## src/rtl/chirp_frame_sequencer_pkg.sv

```systemverilog
// rtl/chirp_frame_sequencer_pkg.sv - shared encodings and defaults for the chirp frame sequencer
package chirp_pkg;

  localparam int DATA_WIDTH_DEF = 8;
  localparam logic [7:0] SYNC_SYM_0_DEF = 8'h08;
  localparam logic [7:0] SYNC_SYM_1_DEF = 8'h10;

  localparam logic [2:0] ST_HDR  = 3'd0;
  localparam logic [2:0] ST_LOAD = 3'd1;
  localparam logic [2:0] ST_PRE  = 3'd2;
  localparam logic [2:0] ST_SYNC = 3'd3;
  localparam logic [2:0] ST_PAY  = 3'd4;

  typedef enum logic [2:0] {
    S_HDR  = ST_HDR,
    S_LOAD = ST_LOAD,
    S_PRE  = ST_PRE,
    S_SYNC = ST_SYNC,
    S_PAY  = ST_PAY
  } state_t;

endpackage

```

## src/rtl/chirp_frame_sequencer_if.sv

```systemverilog
// rtl/chirp_frame_sequencer_if.sv - receiver and modulator strobe bundle of the frame sequencer
interface chirp_frame_sequencer_if #(
  parameter int DATA_WIDTH = 8
);
  logic [DATA_WIDTH-1:0] i_rx_data;
  logic                  i_rx_valid_n;
  logic                  i_chirp_done_n;
  logic                  o_start_n;
  logic [DATA_WIDTH-1:0] o_symbol;
  logic                  o_busy;
  logic                  o_frame_done_n;
  logic                  o_err;

  modport slave (
    input  i_rx_data, i_rx_valid_n, i_chirp_done_n,
    output o_start_n, o_symbol, o_busy, o_frame_done_n, o_err
  );

  modport master (
    output i_rx_data, i_rx_valid_n, i_chirp_done_n,
    input  o_start_n, o_symbol, o_busy, o_frame_done_n, o_err
  );
endinterface

```

## src/rtl/chirp_frame_sequencer_sym_fifo.sv

```systemverilog
// rtl/chirp_frame_sequencer_sym_fifo.sv - synchronous show-ahead payload symbol buffer
module sym_fifo #(
  parameter int DEPTH = 16,
  parameter int WIDTH = 8
) (
  input  logic             clk,
  input  logic             rst,
  input  logic             wr_en,
  input  logic             rd_en,
  input  logic [WIDTH-1:0] din,
  output logic [WIDTH-1:0] dout,
  output logic             full,
  output logic             empty
);
  localparam int AW = $clog2(DEPTH);

  logic [WIDTH-1:0] mem [DEPTH];
  logic [AW:0]      wr_ptr;
  logic [AW:0]      rd_ptr;

  always_ff @(posedge clk) begin
    if (wr_en && !full) mem[wr_ptr[AW-1:0]] <= din;
  end

  // Extra pointer bit distinguishes full from empty when the indices match.
  always_ff @(posedge clk) begin
    if (rst) begin
      wr_ptr <= '0;
      rd_ptr <= '0;
    end else begin
      if (wr_en && !full) wr_ptr <= wr_ptr + (AW+1)'(1);
      if (rd_en && !empty) rd_ptr <= rd_ptr + (AW+1)'(1);
    end
  end

  assign dout  = mem[rd_ptr[AW-1:0]];
  assign empty = (wr_ptr == rd_ptr);
  assign full  = (wr_ptr[AW] != rd_ptr[AW]) && (wr_ptr[AW-1:0] == rd_ptr[AW-1:0]);
endmodule

```

## src/rtl/chirp_frame_sequencer.sv

```systemverilog
// rtl/chirp_frame_sequencer.sv - buffers a length-prefixed frame then paces preamble, sync and payload chirps
module chirp_frame_sequencer
  import chirp_pkg::*;
#(
  parameter int                    DATA_WIDTH   = DATA_WIDTH_DEF,
  parameter int                    FIFO_DEPTH   = 16,
  parameter int                    PREAMBLE_LEN = 8,
  parameter logic [DATA_WIDTH-1:0] SYNC_SYM_0   = SYNC_SYM_0_DEF,
  parameter logic [DATA_WIDTH-1:0] SYNC_SYM_1   = SYNC_SYM_1_DEF
) (
  input logic                    i_clk,
  input logic                    i_rst,
  chirp_frame_sequencer_if.slave bus
);
  localparam int CW = $clog2(FIFO_DEPTH) + 1;

  state_t                state_q, state_d;
  logic [CW-1:0]         len_q, len_d;
  logic [CW-1:0]         cnt_q, cnt_d;
  logic [7:0]            pre_q, pre_d;
  logic                  sync_q, sync_d;
  logic                  pend_q, pend_d;
  logic                  outst_q, outst_d;
  logic                  start_q, start_d;
  logic [DATA_WIDTH-1:0] sym_q, sym_d;
  logic                  busy_q, busy_d;
  logic                  fdone_q, fdone_d;
  logic                  err_q, err_d;
  logic                  wr_en, rd_en, full, empty;
  logic [DATA_WIDTH-1:0] dout;
  logic                  rx, done;

  assign rx   = !bus.i_rx_valid_n;
  assign done = !bus.i_chirp_done_n;

  sym_fifo #(.DEPTH(FIFO_DEPTH), .WIDTH(DATA_WIDTH)) u_fifo (
    .clk(i_clk), .rst(i_rst), .wr_en(wr_en), .rd_en(rd_en),
    .din(bus.i_rx_data), .dout(dout), .full(full), .empty(empty)
  );

  always_comb begin
    state_d = state_q; len_d = len_q; cnt_d = cnt_q; pre_d = pre_q;
    sync_d = sync_q; pend_d = pend_q; outst_d = outst_q; start_d = 1'b1;
    sym_d = sym_q; busy_d = busy_q; fdone_d = 1'b1; err_d = err_q;
    wr_en = 1'b0; rd_en = 1'b0;
    if (done && !outst_q) err_d = 1'b1;
    case (state_q)
      S_HDR: if (rx) begin
        if (bus.i_rx_data == '0 || 32'(bus.i_rx_data) > FIFO_DEPTH) begin
          err_d = 1'b1;
        end else begin
          len_d   = CW'(bus.i_rx_data);
          cnt_d   = CW'(bus.i_rx_data);
          busy_d  = 1'b1;
          state_d = S_LOAD;
        end
      end
      S_LOAD: if (rx) begin
        wr_en = !full;
        cnt_d = cnt_q - CW'(1);
        if (cnt_q == CW'(1)) begin
          state_d = S_PRE;
          pend_d  = 1'b1;
          pre_d   = '0;
        end
      end
      S_PRE: begin
        if (rx) err_d = 1'b1;
        // First preamble chirp goes out one cycle after the last byte lands.
        if (pend_q) begin
          pend_d = 1'b0; outst_d = 1'b1; start_d = 1'b0; sym_d = '0; pre_d = 8'd1;
        end else if (done && outst_q) begin
          start_d = 1'b0;
          if (pre_q == 8'(PREAMBLE_LEN)) begin
            state_d = S_SYNC; sym_d = SYNC_SYM_0; sync_d = 1'b0;
          end else begin
            sym_d = '0; pre_d = pre_q + 8'd1;
          end
        end
      end
      S_SYNC: begin
        if (rx) err_d = 1'b1;
        if (done && outst_q) begin
          start_d = 1'b0;
          if (!sync_q) begin
            sym_d = SYNC_SYM_1; sync_d = 1'b1;
          end else begin
            state_d = S_PAY; sym_d = dout; rd_en = 1'b1; cnt_d = len_q - CW'(1);
          end
        end
      end
      S_PAY: begin
        if (rx) err_d = 1'b1;
        if (done && outst_q) begin
          if (cnt_q != '0) begin
            start_d = 1'b0; sym_d = dout; rd_en = 1'b1; cnt_d = cnt_q - CW'(1);
          end else begin
            fdone_d = 1'b0; busy_d = 1'b0; outst_d = 1'b0; state_d = S_HDR;
          end
        end
      end
      default: state_d = S_HDR;
    endcase
  end

  always_ff @(posedge i_clk) begin
    if (i_rst) begin
      state_q <= S_HDR; len_q <= '0; cnt_q <= '0; pre_q <= '0; sync_q <= 1'b0;
      pend_q <= 1'b0; outst_q <= 1'b0; start_q <= 1'b1; sym_q <= '0;
      busy_q <= 1'b0; fdone_q <= 1'b1; err_q <= 1'b0;
    end else begin
      state_q <= state_d; len_q <= len_d; cnt_q <= cnt_d; pre_q <= pre_d; sync_q <= sync_d;
      pend_q <= pend_d; outst_q <= outst_d; start_q <= start_d; sym_q <= sym_d;
      busy_q <= busy_d; fdone_q <= fdone_d; err_q <= err_d;
    end
  end

  assign bus.o_start_n      = start_q;
  assign bus.o_symbol       = sym_q;
  assign bus.o_busy         = busy_q;
  assign bus.o_frame_done_n = fdone_q;
  assign bus.o_err          = err_q;
endmodule
```

## src/flat_wrapper.sv

```systemverilog
// flat-port wrapper written by rule: the top's interface ports become plain ports
module chirp_frame_sequencer_flat import chirp_pkg::*;
#(
  parameter int                    DATA_WIDTH   = DATA_WIDTH_DEF,
  parameter int                    FIFO_DEPTH   = 16,
  parameter int                    PREAMBLE_LEN = 8,
  parameter logic [DATA_WIDTH-1:0] SYNC_SYM_0   = SYNC_SYM_0_DEF,
  parameter logic [DATA_WIDTH-1:0] SYNC_SYM_1   = SYNC_SYM_1_DEF
)
  (i_clk, i_rst, bus_i_rx_data, bus_i_rx_valid_n, bus_i_chirp_done_n, bus_o_start_n, bus_o_symbol, bus_o_busy, bus_o_frame_done_n, bus_o_err);
  chirp_frame_sequencer_if #(.DATA_WIDTH(DATA_WIDTH)) bus_i ();
  input logic i_clk;
  input logic i_rst;
  input wire logic [$bits(bus_i.i_rx_data)-1:0] bus_i_rx_data;
  input wire logic [$bits(bus_i.i_rx_valid_n)-1:0] bus_i_rx_valid_n;
  input wire logic [$bits(bus_i.i_chirp_done_n)-1:0] bus_i_chirp_done_n;
  output wire logic [$bits(bus_i.o_start_n)-1:0] bus_o_start_n;
  output wire logic [$bits(bus_i.o_symbol)-1:0] bus_o_symbol;
  output wire logic [$bits(bus_i.o_busy)-1:0] bus_o_busy;
  output wire logic [$bits(bus_i.o_frame_done_n)-1:0] bus_o_frame_done_n;
  output wire logic [$bits(bus_i.o_err)-1:0] bus_o_err;
  assign bus_i.i_rx_data = bus_i_rx_data;
  assign bus_i.i_rx_valid_n = bus_i_rx_valid_n;
  assign bus_i.i_chirp_done_n = bus_i_chirp_done_n;
  assign bus_o_start_n = bus_i.o_start_n;
  assign bus_o_symbol = bus_i.o_symbol;
  assign bus_o_busy = bus_i.o_busy;
  assign bus_o_frame_done_n = bus_i.o_frame_done_n;
  assign bus_o_err = bus_i.o_err;
  chirp_frame_sequencer #(.DATA_WIDTH(DATA_WIDTH), .FIFO_DEPTH(FIFO_DEPTH), .PREAMBLE_LEN(PREAMBLE_LEN), .SYNC_SYM_0(SYNC_SYM_0), .SYNC_SYM_1(SYNC_SYM_1)) u_core (.i_clk(i_clk), .i_rst(i_rst), .bus(bus_i));
endmodule
```

## config.mk

```make
export PLATFORM = sky130hd
export DESIGN_NAME = chirp_frame_sequencer_flat
export DESIGN_NICKNAME = d
export VERILOG_FILES = /design/src/rtl/chirp_frame_sequencer_pkg.sv /design/src/rtl/chirp_frame_sequencer_if.sv /design/src/rtl/chirp_frame_sequencer_sym_fifo.sv /design/src/rtl/chirp_frame_sequencer.sv /design/src/flat_wrapper.sv
export SDC_FILE = /design/constraint.sdc
export NUM_CORES = 1
export LEC_CHECK = 0
export ABC_AREA = 1
export BUFFER_PORTS_ARGS = -buffer_cell sky130_fd_sc_hd__buf_4
export CORE_MARGIN = 2
export CORE_UTILIZATION = 25
export CTS_CLUSTER_SIZE = 28
export DETAILED_ROUTE_END_ITERATION = 10
export GPL_TIMING_DRIVEN = 0
export PLACE_DENSITY = 0.39
export SYNTH_ARGS = -nofsm -noshare
export SYNTH_HDL_FRONTEND = slang
export SYNTH_HIERARCHICAL = 1
export SYNTH_SLANG_ARGS = --single-unit
```

## constraint.sdc

```tcl
create_clock -name i_clk -period 2.95 [get_ports i_clk]
set_input_delay 0.59 -clock i_clk [delete_from_list [all_inputs] [get_ports i_clk]]
set_output_delay 0.59 -clock i_clk [all_outputs]
set_load 0.02 [all_outputs]
```

==> out/summary.log, run 1 <==
qor: global_route.total_grt_overflow 0
qor: yosys.syn_area 0.00829 mm^2
qor: job.drv.max_cap_violation_count 0
qor: global_route.grt_pass1_vias 6,016
qor: route.wl_met2 10.6 mm
qor: finish.non_filler_cell_area_final 0.00965 mm^2
qor: finish.multi_input_area 0.00282 mm^2
qor: yosys.post_synth_inst_count 898
qor: power_and_ir_drop.power_switching 1.50 mW
qor: min_path.holdCritPathClass input pin to flop
qor: power_and_ir_drop.vdd_ir_drop_max 0.000275 V
qor: sta.fin_worst_hold_slack 443 ps
qor: route.route.final.wire_length 23.3 mm
qor: power_and_ir_drop.combinationalPowerShare 11.7%
qor: sta.clock-skew-final 11.3 ps
qor: route.via_count 6,169
qor: sta.rsz0062_at_grt no
qor: route.highest_layer met4
qor: clock_network.insertion_delay 440 ps
qor: sta.tns 0 ps
qor: floorplan.die_footprint 0.0347 mm^2
qor: placed_design.post_placement_cell_area 0.00902 mm^2
qor: clock_network.cts_inserted_buffers 17
qor: worst_setup_path.cp_data_required_time 3010 ps
qor: clock_network.tritoncts_clock_tree done
qor: route.route.detailed.vias_per_inst 4.42
qor: route.met3_length 552 um
qor: placed_design.post-place-ws -457 ps
qor: power_and_ir_drop.report.power.total 5.69 mW
qor: worst_setup_path.criticalPathCategory flop to flop
qor: sta.worst_slew_pin_slew 746 ps
qor: floorplan.fp-row-count 66
qor: sta.period_minus_slack 2630 ps
qor: yosys.synth.net_count 921
qor: finish.antennaDiodeCount 0
qor: worst_setup_path.cpMaxStageDelayCell nor2_1
qor: finish.drive_gt1_share 12.4%
qor: worst_setup_path.worst-r2r-setup-slack 320 ps
qor: sta.final_min_period_over_clock_period 89.2%
qor: finish.final-seq-area 0.00484 mm^2
qor: finish.area_growth 16.4%
qor: power_and_ir_drop.clockPowerShare 39.9%
qor: power_and_ir_drop.cellPowerDensity 590 mW/mm^2
qor: worst_setup_path.cell_chain_of_the_critical_path inv_1 -> nand2_1 -> nand2_1 -> nor2_2 -> nand3_2 -> inv_1 -> nor3_4 -> nand2_1 -> inv_1 -> nand2_1 -> nor2_1
qor: floorplan.start_util 25.4%
qor: route.antenna_left 0
qor: floorplan.die-height 186 um
qor: worst_setup_path.crit_path_max_incr_delay 590 ps
qor: finish.finalNetCount 963
qor: clock_network.cts_setup_buffers 0
qor: run_status.outcome finished clean
qor: floorplan.ioPinCount 24
qor: placed_design.routabilityCongestion 0.839
qor: floorplan.die_x 186 um
qor: route.met1Wirelength 11.6 mm
qor: clock_network.clk_transition_reported_paths 70 ps
qor: worst_setup_path.cp_max_fo 8
qor: sta.maxClockFrequency 380 MHz
qor: route.drt_first_pass_iters 7
qor: global_route.groute.usage.overall 14.2%
qor: sta.final-max-slew-violation-count 0
qor: placed_design.portBuffers 23
qor: clock_network.clkSinkCount 178
qor: sta.final.setup.worst_slack 319 ps
qor: power_and_ir_drop.power_switching_share 26.4%
qor: route.wl_per_cell 16.7 um
qor: placed_design.detailed_placer_s_ending_hpwl 16.4 mm
qor: worst_setup_path.timing.critical_path.arrival 2690 ps
qor: global_route.antenna_found_initial 0
qor: sta.timing.slew.headroom 50.1%
qor: worst_setup_path.endpoint_kind flop
qor: finish.fill_cells 3,446
qor: route.first_iter_violations 380
qor: power_and_ir_drop.internal_power_of_the_cells 4.19 mW
qor: global_route.grt_pass1_wl 36.2 mm
qor: worst_setup_path.cpLargestDelayFamily simple AND/OR/NAND/NOR gates
qor: global_route.grt_start_max_net_pins 20
qor: power_and_ir_drop.cellLeakagePower 3.57 nW
qor: clock_network.htreeDepth 4
qor: floorplan.placeable_area 0.0326 mm^2
qor: yosys.synthesis.yosys.warnings 6
qor: clock_network.cts_root_buffer clkbuf_16
qor: sta.setup_viol 0
qor: yosys.synthesis.area_per_instance 9.24 um^2
qor: clock_network.cts-root-to-sink-buffers 2
qor: worst_setup_path.timing.critical_path.from_type flop
qor: sta.timing.final.hold_violations 0
qor: worst_setup_path.timing.critical_path.buf_inv 3
qor: route.remaining_drc_errors 0
qor: worst_setup_path.cp_common_cell nand2_1
qor: power_and_ir_drop.seq_power_share 48.5%
## path summary, 6_finish.rpt
kind,from,end,cells past startpoint
setup / recovery,u_core/u_fifo/wr_ptr[0],u_core/u_fifo/mem[10][3],11
setup reg to reg,u_core/u_fifo/wr_ptr[0],u_core/u_fifo/mem[10][3],11
hold / removal,bus_i_chirp_done_n,u_core/bus.o_frame_done_n,3
hold reg to reg,u_core/bus.o_busy,u_core/bus.o_busy,2
## through the flow
| stage | util (%) | cells |
|---|---|---|
| after global routing | 29.6 | 1395 |
| after CTS | 29.5 | 1395 |
| after global placement | 27.7 | 1363 |
| final | 29.6 | 1395 |
| after detailed placement | 27.7 | 1363 |
| after floorplan | - | 898 |
## power by group through the flow
stage	sequential, mW	clock (mW)	combinational, mW
after global placement	2.82	0	0.661
after detailed placement	2.82	0	0.661
after global routing	2.77	2.43	0.754
final	2.76	2.27	0.663
after floorplan	2.82	0	0.432
after CTS	2.76	2.34	0.664
## tightest hold or removal path: stages
cell and delay [ps]:
buf_4 90, nor2_2 60, nand4_1 100
## registers in the layout, summed over array words and instances (netlist names), named ones only
| register | count |
|---|---|
| u_core/state_q | 3 |
| u_core/bus.o_symbol | 8 |
| u_core/len_q | 5 |
| u_core/bus.o_busy | 1 |
| u_core/u_fifo/rd_ptr | 5 |
| u_core/bus.o_err | 1 |
| u_core/bus.o_start_n | 1 |
| u_core/pend_q | 1 |
| u_core/u_fifo/wr_ptr | 5 |
| u_core/sync_q | 1 |
| u_core/outst_q | 1 |
| u_core/pre_q | 8 |
| u_core/bus.o_frame_done_n | 1 |
| u_core/cnt_q | 5 |
| u_core/u_fifo/mem | 128 |
## cell usage in the layout (no fill, tap or decap), types with 3 or more instances in the layout
cell type	count
edfxtp_1	128
buf_6	4
ha_1	11
buf_4	24
buf_2	11
nor3_2	3
nor3_1	9
o211ai_1	36
clkbuf_16	17
o21ai_0	47
nand3_1	79
nor2_2	14
clkinv_1	3
dfxtp_1	50
a21oi_1	64
inv_1	125
nor2_1	78
nor2_4	3
inv_4	3
inv_2	4
nand3_2	5
nand4_1	9
nand2_2	5
nand2_1	167
clkbuf_1	18
inv_6	4
a21oi_2	6
## area by class of cell
type / instances / share of cell area [%]
plain buffers: 34 / 1.81
clock buffers: 18 / 4.45
clock inverters: 14 / 1.57
inverters: 133 / 5.25
multi-input cells: 553 / 29.2
flip-flops and latches: 178 / 50.2
well taps: 442 / 5.73
repair buffers: 23 / 1.79
## per-layer routing
| layer | GRT usage, % | vias up |
|---|---|---|
| li1 | - | 3100 |
| met4 | 5.54 | 0 |
| met3 | 2.18 | 23 |
| met1 | 19.7 | 2959 |
| met5 | 0 | - |
| met2 | 22.2 | 87 |
## repair_timing
| action | 4_1_cts | 5_1_grt |
|---|---|---|
| gates resized for setup | 9 | 5 |
| hold endpoints to repair | 0 | 0 |
| hold buffers | 0 | 0 |
| setup endpoints to repair | 88 | 128 |
Note: power is estimated with default switching activity, not from simulation.
==> run 2: changes to the inputs <==
--- a/config.mk
+++ b/config.mk
@@ -13,6 +13,7 @@
 export DETAILED_ROUTE_END_ITERATION = 10
 export GPL_TIMING_DRIVEN = 0
 export PLACE_DENSITY = 0.39
+export RECOVER_POWER = 50
 export SYNTH_ARGS = -nofsm -noshare
 export SYNTH_HDL_FRONTEND = slang
 export SYNTH_HIERARCHICAL = 1
==> run 2 against run 1 <==
Setup slack got worse by 5.9 ps. Clock skew rose by 2.5 ps. Fmax fell by 0.22%. Sequential cell count did not move. Critical path type unchanged. Critical endpoint unchanged.
==> out/summary.log, run 2 (same netlist as run 1, synthesis figures left out) <==
qor: clock_network.cts-root-to-sink-buffers 2 [unchanged]
qor: sta.timing.slew.headroom 12.7% [was 50.1%]
qor: floorplan.ioPinCount 24 [unchanged]
qor: worst_setup_path.timing.critical_path.from u_core/u_fifo/wr_ptr[0] [unchanged]
qor: route.via_count 6,159 [was 6,169]
qor: placed_design.portBuffers 23 [unchanged]
qor: floorplan.die_footprint 0.0347 mm^2 [unchanged]
qor: sta.maxClockFrequency 379 MHz [was 380 MHz]
qor: sta.fin_worst_hold_slack 440 ps [was 443 ps]
qor: global_route.grt_start_max_net_pins 20 [unchanged]
qor: worst_setup_path.criticalPathCategory flop to flop [unchanged]
qor: floorplan.fp-row-count 66 [unchanged]
qor: sta.timing.final.hold_violations 0 [unchanged]
qor: sta.setup_viol 0 [unchanged]
qor: power_and_ir_drop.clockPowerShare 40.0% [was 39.9%]
qor: worst_setup_path.crit-reg2reg-capture u_core/u_fifo/mem[10][3] [unchanged]
qor: route.wl_per_cell 16.7 um [about the same]
qor: power_and_ir_drop.internal_power_of_the_cells 4.17 mW [was 4.19 mW]
qor: worst_setup_path.timing.critical_path.from_type flop [unchanged]
qor: route.first_iter_violations 388 [was 380]
qor: placed_design.routabilityCongestion 0.839 [unchanged]
qor: clock_network.insertion_delay 440 ps [about the same]
qor: power_and_ir_drop.seq_power_share 48.7% [was 48.5%]
qor: worst_setup_path.worst-r2r-setup-slack 310 ps [was 320 ps]
qor: route.drt_first_pass_iters 5 [was 7]
qor: clock_network.htreeDepth 4 [unchanged]
qor: route.route.final.wire_length 23.3 mm [about the same]
qor: global_route.antenna_found_initial 0 [unchanged]
qor: power_and_ir_drop.combinationalPowerShare 11.4% [was 11.7%]
qor: sta.rsz0062_at_grt no [unchanged]
qor: sta.clock-skew-final 13.7 ps [was 11.3 ps]
qor: global_route.groute.usage.overall 14.2% [unchanged]
qor: min_path.holdCritPathClass input pin to flop [unchanged]
qor: route.remaining_drc_errors 0 [unchanged]
qor: clock_network.clkSinkCount 178 [unchanged]
qor: clock_network.cts_root_buffer clkbuf_16 [unchanged]
qor: finish.largest_register_ffs 128 [unchanged]
qor: run_status.outcome finished clean [unchanged]
qor: finish.finalNetCount 963 [unchanged]
qor: clock_network.clk_transition_reported_paths 70 ps [about the same]
qor: power_and_ir_drop.vdd_ir_drop_max 0.000276 V [was 0.000275 V]
qor: worst_setup_path.worst-r2r-cell-count 11 [unchanged]
qor: sta.period_minus_slack 2640 ps [was 2630 ps]
qor: worst_setup_path.cp_max_fo 8 [unchanged]
qor: finish.leading_cell_types_in_the_layout_fill_and_taps_excluded nand2_1 (167), edfxtp_1 (128), inv_1 (125), nor2_1 (79), nand3_1 (79) [was nand2_1 (167), edfxtp_1 (128), inv_1 (125), nand3_1 (79), nor2_1 (78)]
qor: global_route.total_grt_overflow 0 [unchanged]
qor: floorplan.placeable_area 0.0326 mm^2 [unchanged]
qor: worst_setup_path.endpoint_kind flop [unchanged]
qor: floorplan.start_util 25.4% [unchanged]
qor: finish.fill_cells 3,469 [was 3,446]
qor: route.antenna_left 0 [unchanged]
qor: power_and_ir_drop.cellPowerDensity 593 mW/mm^2 [was 590 mW/mm^2]
qor: floorplan.die_x 186 um [unchanged]
qor: route.route.detailed.vias_per_inst 4.42 [about the same]
qor: finish.layout_commonest_cell nand2_1 [unchanged]
qor: finish.antennaDiodeCount 0 [unchanged]
qor: worst_setup_path.timing.critical_path.arrival 2700 ps [was 2690 ps]
qor: sta.final-max-slew-violation-count 0 [unchanged]
qor: clock_network.tritoncts_clock_tree done [unchanged]
qor: clock_network.cts_inserted_buffers 17 [unchanged]
qor: power_and_ir_drop.power_switching_share 26.4% [about the same]
qor: job.drv.max_cap_violation_count 0 [unchanged]
qor: finish.area_growth 15.4% [was 16.4%]
qor: global_route.grt_pass1_wl 36.2 mm [unchanged]
qor: finish.drive_gt1_share 9.97% [was 12.4%]
qor: global_route.grt_pass1_vias 6,016 [unchanged]
qor: placed_design.detailed_placer_s_ending_hpwl 16.4 mm [unchanged]
qor: power_and_ir_drop.cellLeakagePower 3.48 nW [was 3.57 nW]
qor: power_and_ir_drop.power_switching 1.50 mW [about the same]
qor: power_and_ir_drop.report.power.total 5.67 mW [was 5.69 mW]
qor: floorplan.die-height 186 um [unchanged]
qor: worst_setup_path.cp_data_required_time 3010 ps [about the same]
qor: sta.worst_slew_pin_slew 1310 ps [was 746 ps]
qor: sta.final_min_period_over_clock_period 89.4% [was 89.2%]
qor: worst_setup_path.cp-endpoint u_core/u_fifo/mem[10][3] [unchanged]
qor: worst_setup_path.rr_startpoint u_core/u_fifo/wr_ptr[0] [unchanged]
==> run 2: layout make-up <==
type / count / area [um^2] / share of cell area [%]
inverters: 133 / 507 / 5.29
well taps: 442 / 553 / 5.78
flip-flops and latches: 178 / 4840 / 50.6
repair buffers: 23 / 93.8 / 0.981
plain buffers: 34 / 174 / 1.82
clock inverters: 14 / 151 / 1.58
clock buffers: 18 / 429 / 4.48
multi-input cells: 553 / 2820 / 29.4
==> run 2: worst min-delay path by stage <==
stage | startpoint | end | cells after the start
6_report | bus_i_chirp_done_n | u_core/bus.o_frame_done_n | 3
5_1_grt | bus_i_chirp_done_n | u_core/bus.o_frame_done_n | 3
4_1_cts | bus_i_chirp_done_n | u_core/bus.o_frame_done_n | 3
3_5_place_dp | u_core/bus.o_busy | u_core/bus.o_busy | 2
3_3_place_gp | u_core/outst_q | u_core/outst_q | 2
2_1_floorplan | u_core/outst_q | u_core/outst_q | 2
==> run 2: per-stage QoR <==
step	setup TNS, ps	util, %	area, um^2	instances	worst slack (ps)
after CTS	-5390	29.5	9630	1395	-308
final	0	29.3	9570	1395	313
after floorplan	0	-	8290	898	465
after detailed placement	-11430	27.7	9020	1363	-457
after global placement	-8440	27.7	9020	1363	-457
after global routing	0	29.3	9570	1395	31.8
==> run 2: per-layer routing <==
layer	routed length, um	share of wire [%]	global-route usage (%)
met5	0	0	0
met4	546	2.3	5.54
met3	502	2.2	2.18
met2	10600	45	22.2
met1	11600	50	19.7
==> run 2: power groups by stage <==
stage	clock (mW)	combinational (mW)	sequential, mW
floorplan	0	0.432	2.82
CTS	2.34	0.664	2.76
finish	2.27	0.644	2.76
global placement	0	0.661	2.82
global route	2.43	0.736	2.77
detailed placement	0	0.661	2.82
==> run 2: critical path: stages, from the launching register on <==
cell     delay, ps
dfxtp_1        380
inv_1          160
nand2_1         60
nand2_1         60
nor2_1          60
nand3_2        120
inv_1          160
nor3_4         340
nand2_1         90
inv_1           90
nand2_1        140
nor2_1         600
==> run 2: repair_timing <==
item                       CTS  global route
buffers inserted             0             0
hold buffers                 0             0
pin swaps                    0             0
setup endpoints to repair   88           128
gates resized for setup      9             5
==> run 3: changes to the inputs <==
--- a/config.mk
+++ b/config.mk
@@ -12,7 +12,6 @@
 export CTS_CLUSTER_SIZE = 28
 export DETAILED_ROUTE_END_ITERATION = 10
 export GPL_TIMING_DRIVEN = 0
-export PLACE_DENSITY = 0.39
 export RECOVER_POWER = 50
 export SYNTH_ARGS = -nofsm -noshare
 export SYNTH_HDL_FRONTEND = slang
==> run 3 against run 2 <==
Via count grew 1.8%. Final area shrank 0.63%. Sequential cell count is the same. Critical path type unchanged. Clock-buffer cell count is the same. Setup slack lost 33 ps. First-iteration DRC count grew 51%. Non-clock buffer count is the same. Clock skew shrank 3.7 ps. Cell count is essentially flat. Sequential share of layout area grew 0.32 points. Fmax shrank 1.2%.
==> out/summary.log, run 3 (same netlist as run 1, synthesis figures left out) <==
qor: finish.antennaDiodeCount 0 [unchanged]
qor: sta.timing.final.hold_violations 0 [unchanged]
qor: placed_design.detailed_placer_s_ending_hpwl 14.4 mm [was 16.4 mm]
qor: finish.largest_register_ffs 128 [unchanged]
qor: floorplan.ioPinCount 24 [unchanged]
qor: sta.rsz0062_at_grt no [unchanged]
qor: worst_setup_path.timing.critical_path.from_type flop [unchanged]
qor: run_status.outcome finished clean [unchanged]
qor: clock_network.cts_hold_repair.buffers 0 [unchanged]
qor: clock_network.clk_transition_reported_paths 70 ps [about the same]
qor: placed_design.portBuffers 23 [unchanged]
qor: global_route.grt_pass1_wl 32.5 mm [was 36.2 mm]
qor: finish.fill_cells 3,429 [was 3,469]
qor: power_and_ir_drop.vdd_ir_drop_max 0.000386 V [was 0.000276 V]
qor: route.drt_first_pass_iters 5 [unchanged]
qor: sta.clock-skew-final 10.1 ps [was 13.7 ps]
qor: power_and_ir_drop.cellPowerDensity 574 mW/mm^2 [was 593 mW/mm^2]
qor: worst_setup_path.worst-r2r-cell-count 10 [was 11]
qor: clock_network.cts_root_buffer clkbuf_16 [unchanged]
qor: global_route.grt_pass1_vias 5,922 [was 6,016]
qor: clock_network.cts-root-to-sink-buffers 2 [unchanged]
qor: finish.finalNetCount 963 [unchanged]
qor: finish.drive_gt1_share 9.56% [was 9.97%]
qor: worst_setup_path.cp_max_fo 8 [unchanged]
qor: global_route.groute.usage.overall 12.3% [was 14.2%]
qor: floorplan.die_x 186 um [unchanged]
qor: clock_network.clkSinkCount 178 [unchanged]
qor: finish.area_growth 14.7% [was 15.4%]
qor: sta.timing.slew.headroom 24.9% [was 12.7%]
qor: sta.period_minus_slack 2670 ps [was 2640 ps]
qor: finish.final_core_util 29.2% [was 29.3%]
qor: clock_network.htreeDepth 4 [unchanged]
qor: worst_setup_path.timing.critical_path.arrival 2730 ps [was 2700 ps]
qor: route.route.final.wire_length 20.6 mm [was 23.3 mm]
qor: floorplan.start_util 25.4% [unchanged]
qor: sta.maxClockFrequency 375 MHz [was 379 MHz]
qor: finish.final-seq-area 0.00484 mm^2 [unchanged]
qor: global_route.grt_start_max_net_pins 20 [unchanged]
qor: min_path.cells_on_worst_hold_path 3 [unchanged]
qor: finish.layout_commonest_cell nand2_1 [unchanged]
qor: route.wl_met2 9.74 mm [was 10.6 mm]
qor: route.via_count 6,272 [was 6,159]
qor: sta.setup_viol 0 [unchanged]
qor: worst_setup_path.endpoint_kind flop [unchanged]
qor: route.remaining_drc_errors 0 [unchanged]
qor: route.highest_layer met4 [unchanged]
qor: finish.stdcell_count 1,394 [was 1,395]
qor: floorplan.die-height 186 um [unchanged]
qor: route.route.detailed.vias_per_inst 4.50 [was 4.42]
qor: min_path.holdCritPathClass input pin to flop [unchanged]
qor: sta.final-max-slew-violation-count 0 [unchanged]
qor: sta.worst_slew_pin_slew 1130 ps [was 1310 ps]
qor: power_and_ir_drop.cellLeakagePower 3.47 nW [was 3.48 nW]
qor: finish.multi_input_area 0.00281 mm^2 [was 0.00282 mm^2]
qor: clock_network.tritoncts_clock_tree done [unchanged]
qor: worst_setup_path.criticalPathCategory flop to flop [unchanged]
qor: route.wl_per_cell 14.7 um [was 16.7 um]
qor: worst_setup_path.cp_data_required_time 3010 ps [about the same]
qor: placed_design.routabilityCongestion 0.939 [was 0.839]
qor: sta.final_min_period_over_clock_period 90.5% [was 89.4%]
qor: placed_design.dp.cells 1,363 [unchanged]
qor: global_route.total_grt_overflow 0 [unchanged]
qor: route.first_iter_violations 586 [was 388]
qor: route.met1Wirelength 9.28 mm [was 11.6 mm]
qor: global_route.antenna_found_initial 0 [unchanged]
qor: finish.leading_cell_types_in_the_layout_fill_and_taps_excluded nand2_1 (167), edfxtp_1 (128), inv_1 (125), nor2_1 (83), nand3_1 (80) [was nand2_1 (167), edfxtp_1 (128), inv_1 (125), nor2_1 (79), nand3_1 (79)]
qor: floorplan.die_footprint 0.0347 mm^2 [unchanged]
qor: sta.tns 0 ps [unchanged]
qor: job.drv.max_cap_violation_count 0 [unchanged]
qor: floorplan.fp-row-count 66 [unchanged]
qor: clock_network.insertion_delay 430 ps [was 440 ps]
qor: route.antenna_left 0 [unchanged]
qor: clock_network.cts_inserted_buffers 17 [unchanged]
qor: route.met3_length 848 um [was 502 um]
qor: floorplan.placeable_area 0.0326 mm^2 [unchanged]
run 3: cell count changes in the layout (fill, tap and decap cells not counted), sizes merged:
cell and delta:
clkinvlp -1, inv +1, clkinv +1, bufinv -2
run 3: metrics by stage:
| stage | instance area (um^2) | setup slack (ps) | hold slack [ps] | total power, mW |
|---|---|---|---|---|
| finish | 9510 | 280 | 446 | 5.46 |
| global route | 9510 | 78.5 | 445 | 5.67 |
| CTS | 9560 | -17.6 | 434 | 5.51 |
| detailed placement | 9020 | -361 | 462 | 3.46 |
| global placement | 9020 | -314 | 466 | 3.45 |
| floorplan | 8290 | 465 | 453 | 3.26 |
run 3: layout make-up:
type | count | area share [%]
clock inverters | 13 | 1.05
inverters | 133 | 5.33
flip-flops and latches | 178 | 50.9
plain buffers | 34 | 1.83
well taps | 442 | 5.82
repair buffers | 23 | 0.987
multi-input cells | 553 | 29.5
clock buffers | 18 | 4.51
run 3: what timing repair did:
item | 4_1_cts | 5_1_grt
setup endpoints to repair | 24 | 128
gates resized for setup | 3 | 7
hold endpoints to repair | 0 | 0
pin swaps | 0 | 0
setup buffers | 0 | 0
run 3: final timing paths:
check                                              from                        end  slack, ps
worst max-delay path            u_core/u_fifo/wr_ptr[2]    u_core/u_fifo/mem[1][0]        280
worst min-delay path                 bus_i_chirp_done_n  u_core/bus.o_frame_done_n        450
worst min register to register   u_core/bus.o_symbol[7]     u_core/bus.o_symbol[7]        470
worst max register to register  u_core/u_fifo/wr_ptr[2]    u_core/u_fifo/mem[1][0]        280
run 3: where the power goes:
group,leakage [nW],internal [mW],switching (mW)
clock,0.263,1.09,0.982
sequential,1.55,2.73,0.0355
combinational,1.65,0.189,0.443
total,3.47,4.00,1.46
run 3: worst max-delay path, cell delays in order, from the launching register on:
cell	delay [ps]
dfxtp_1	480
nand2_1	90
nand2_1	90
nor2_2	60
nand3_2	100
inv_1	160
nor3_4	340
nand2_1	90
inv_1	90
nand2_1	160
nor2_1	630
run 3: layer usage:
| layer | global-route usage [%] | vias up |
|---|---|---|
| li1 | - | 3097 |
| met1 | 15.7 | 2975 |
| met2 | 20.4 | 164 |
| met3 | 1.73 | 36 |
| met4 | 5.76 | 0 |
| met5 | 0 | - |
